==> src/rtl/serial_add_ctrl.sv <==
// serial_add_ctrl: bit-serial add/subtract using one full adder, LSB first, with sum/cout/ovf and done pulse
module serial_add_ctrl #(
  parameter int WIDTH = 8
) (
  input  logic             clk,
  input  logic             rst,
  input  logic             start,
  input  logic             sub,
  input  logic [WIDTH-1:0] op_a,
  input  logic [WIDTH-1:0] op_b,
  input  logic             cin,
  output logic             busy,
  output logic             done,
  output logic [WIDTH-1:0] sum,
  output logic             cout,
  output logic             ovf
);
  localparam int CW = $clog2(WIDTH);
  typedef enum logic [1:0] {IDLE, RUN, DONE} state_t;
  state_t           state;
  logic [WIDTH-1:0] sha, shb, res;
  logic             carry, fb, fc;
  logic [CW-1:0]    cnt;
  assign fb = sha[0] ^ shb[0] ^ carry;
  assign fc = (sha[0] & shb[0]) | (sha[0] & carry) | (shb[0] & carry);
  always_ff @(posedge clk) begin
    if (rst) begin
      state <= IDLE;
      busy  <= 1'b0;
      done  <= 1'b0;
      sum   <= '0;
      cout  <= 1'b0;
      ovf   <= 1'b0;
      sha   <= '0;
      shb   <= '0;
      res   <= '0;
      carry <= 1'b0;
      cnt   <= '0;
    end else begin
      case (state)
        IDLE: if (start) begin
          sha   <= op_a;
          shb   <= sub ? ~op_b : op_b;
          carry <= sub ? 1'b1 : cin;
          cnt   <= '0;
          busy  <= 1'b1;
          state <= RUN;
        end
        RUN: begin
          res   <= {fb, res[WIDTH-1:1]};
          carry <= fc;
          sha   <= sha >> 1;
          shb   <= shb >> 1;
          cnt   <= cnt + CW'(1);
          if (cnt == CW'(WIDTH - 1)) begin
            sum   <= {fb, res[WIDTH-1:1]};
            cout  <= fc;
            ovf   <= carry ^ fc;
            busy  <= 1'b0;
            done  <= 1'b1;
            state <= DONE;
          end
        end
        default: begin
          done  <= 1'b0;
          state <= IDLE;
        end
      endcase
    end
  end
endmodule

==> config.mk <==
export PLATFORM = sky130hd
export DESIGN_NAME = serial_add_ctrl
export DESIGN_NICKNAME = d
export VERILOG_FILES = /design/src/rtl/serial_add_ctrl.sv
export SDC_FILE = /design/constraint.sdc
export NUM_CORES = 1
export LEC_CHECK = 0
export CAP_MARGIN = 20
export CORE_MARGIN = 3
export CORE_UTILIZATION = 46
export CTS_CLUSTER_DIAMETER = 120
export DETAILED_ROUTE_END_ITERATION = 12
export MAX_ROUTING_LAYER = met4
export PLACE_DENSITY_LB_ADDON = 0.2
export SLEW_MARGIN = 20
export SYNTH_ARGS = -nofsm -noshare
export SYNTH_HDL_FRONTEND = slang
export SYNTH_SLANG_ARGS = --single-unit
==> constraint.sdc <==
create_clock -name clk -period 1.3 [get_ports clk]
set_input_delay 0.13 -clock clk [delete_from_list [all_inputs] [get_ports clk]]
set_output_delay 0.13 -clock clk [all_outputs]
set_load 0.05 [all_outputs]
==> qor.txt <==
Power Density = 999 nW/µm²
Die span in x = 68.4 µm
Top-area cell type share of the netlist area = 0.458
CP arrival = 1.43 ns
Worst hold-check path type = register to register
CP Max Fanout = 6
CTS Root Cell = clkbuf_8
First-pass DRT Iterations = 4
Status = finished, final reports clean
Yosys warning count = 0
Starting DRT DRC Count = 83
Layout area overhead = 40.0%
Rows = 22
Number of global-route vias before repair = 1,330
Clock transition at path regs = 0.07 ns
I/O pins = 33
Largest net degree at the start of global routing = 28
Global placement routability congestion = 0.742
Post-route total power = 2.51 mW
Worst VDD drop = 0.600 mV
Final period util = 0.941
Async SR Flop Fraction = 0
Max clock buf depth = 2
Die Y = 68.4 µm
Worst-case reg-to-reg path depth = 5
Post-synth net total = 210
Final Core Density = 0.675
CTS Buf Count = 5
First-pass GRT wire length = 5840 µm
Fin nets = 254
Hold Vio Cnt, Final = 0
Crit path from = cnt[1]
Pins Over Slew Limit = 0
WHS Path Cells = 2
N_diodes = 0
Syn Inst Count = 186
WL final = 3640 µm
Cell with the most instances after synthesis = dfxtp_1
Met3 usage = 0.0443
Rel. slew slack = 0.815
TritonCTS clock tree = yes
Mean Syn Cell Area = 9.64 µm²
WL per Instance = 13.1 µm
Total grt overflow = 0
Top FF cell, synth = dfxtp_1
Die area = 4680 µm²
Initial antenna violation count = 0
DRC viols = 0
Top cells by area, synth = dfxtp_1 46%, nand2_1 6.9%, a211oi_2 5.6%
FMAX = 817 MHz
Yosys top cell by area = dfxtp_1
Crit path kind = register to register
Initial Util = 0.482
Max-cap violations = 0
Met1 usage = 0.208
Port buffer count = 32
Leakage = 0.903 nW
Synthesized flop and latch total = 41
Yosys cell types = 32
Min-delay src = res[1]
Skew final = 0.00228 ns
R2r endpoint = ovf
Clk_lat worst skew = 0.28 ns
Reg-to-reg setup timing slack = 0.08 ns
Met2 Use GR = 0.273
Layout cell share with drive strength beyond 1 = 0.266
Fill count = 296
Worst setup path endpoint = ovf
Final worst path period need = 1.22 ns
Antenna viol nets, final = 0
RSZ-0062 raised after global routing = no
Clock sinks = 41
Mapped Area = 1790 µm²
Critical Path End Type = register
Worst-Margin Slew = 0.277 ns
Core area = 3720 µm²
Commonest cells in the netlist = 41 x dfxtp_1, 33 x nand2_1, 18 x a21oi_1
Post-DP HPWL = 2700 µm
All-Layer GR Usage = 0.172
# H-tree levels = 2
Final setup fails = 0
GRT busiest layer = met2
Post-synth EDFFs = 0
Critical path required time = 1.51 ns
Sequential-to-total area share from yosys stat = 0.458
Via count = 1,450
Startpoint Class = register
Routed vias/inst = 5.23
RR Startpoint = cnt[1]
[state kept, by name, summed over array words and instances, names as in the netlist, 2 cells and up]
signal  flops
state       2
sha         8
res         7
shb         8
sum         8
cnt         3
[cell type report]
cell class,instances,area [µm²],area share
repair buffers,51,641,0.255
clock inverters,1,5.00,0.00199
inverters,1,3.75,0.00150
multi-input cells,130,903,0.360
clock buffers,5,68.8,0.0274
well taps,48,60.1,0.0239
flip-flops and latches,41,828,0.330
[power by group]
part           total, mW  switching, mW  leakage (nW)  internal (mW)
Combinational      0.416          0.183         0.526          0.233
Clock              0.732          0.379        0.0399          0.352
Sequential          1.36         0.0460         0.337           1.31
[cells by family after synthesis]
| logic type | after synthesis | share of synthesized area |
|---|---|---|
| XOR/XNOR | 9 | 0.0440 |
| AO/OA/AOI/OAI | 51 | 0.222 |
| buffers and inverters | 16 | 0.0628 |
| flip-flops | 41 | 0.458 |
| multiplexers | 8 | 0.0447 |
| AND/OR/NAND/NOR | 58 | 0.144 |
| adder cells (fa/ha/maj) | 3 | 0.0251 |
[worst max-delay path, cell delays in order (launching register included)]
cell      delay, ns
dfxtp_2        0.36
ha_4           0.15
ha_4           0.14
and3b_2        0.25
nor2_1         0.06
a211oi_2       0.18
[stage by stage]
step / hold WS [ns] / TNS, ns / std cells / area, µm² / setup WS [ns]
floorplan: 0.278 / 0 / 186 / 1790 / 0.0417
finish: 0.469 / 0 / 277 / 2510 / 0.0764
CTS: 0.470 / 0 / 273 / 2470 / 0.0133
global placement: 0.443 / -0.709 / 267 / 2350 / -0.0728
detailed placement: 0.460 / -2.51 / 267 / 2350 / -0.155
global route: 0.499 / 0 / 277 / 2510 / 0.00345
[worst min path at each step]
stage | endpoint | slack [ns]
after floorplan | sha[7] | 0.28
after global placement | res[1] | 0.44
after detailed placement | sum[0] | 0.46
after CTS | sum[0] | 0.47
after global routing | sum[0] | 0.50
final | res[1] | 0.47
[placed cells by master, fill, tap and decap left out, types with 2 or more instances in the layout]
cell             netlist  final
buf_6                  5      2
o22ai_1                7      7
dfxtp_1               41     37
nand3b_1               2      2
nor2_1                15     15
clkdlybuf4s50_1        0     20
clkbuf_8               0      5
a211oi_2               8      8
nand2_1               33     32
ha_4                   0      2
mux2i_1                8      8
a22oi_2                2      2
a22oi_1                9      9
buf_12                 0     16
a21oi_1               18     17
buf_4                  3     13
xnor2_1                8      8
dfxtp_2                0      3
nand2b_1               3      3
[per-layer routing]
metal | up-vias | part of all wire
li1 | 734 | -
met1 | 681 | 0.44
met2 | 30 | 0.49
met3 | 5 | 0.045
met4 | 0 | 0.015
met5 | - | 0
[what timing repair did]
action / CTS / global route
setup endpoints to repair: 18 / 28
cloned: 0 / 1
hold buffers: 0 / 0
buffers inserted: 1 / 3
gates resized for setup: 12 / 3
pin swaps: 6 / 0
(Power assumes the default switching activity.)
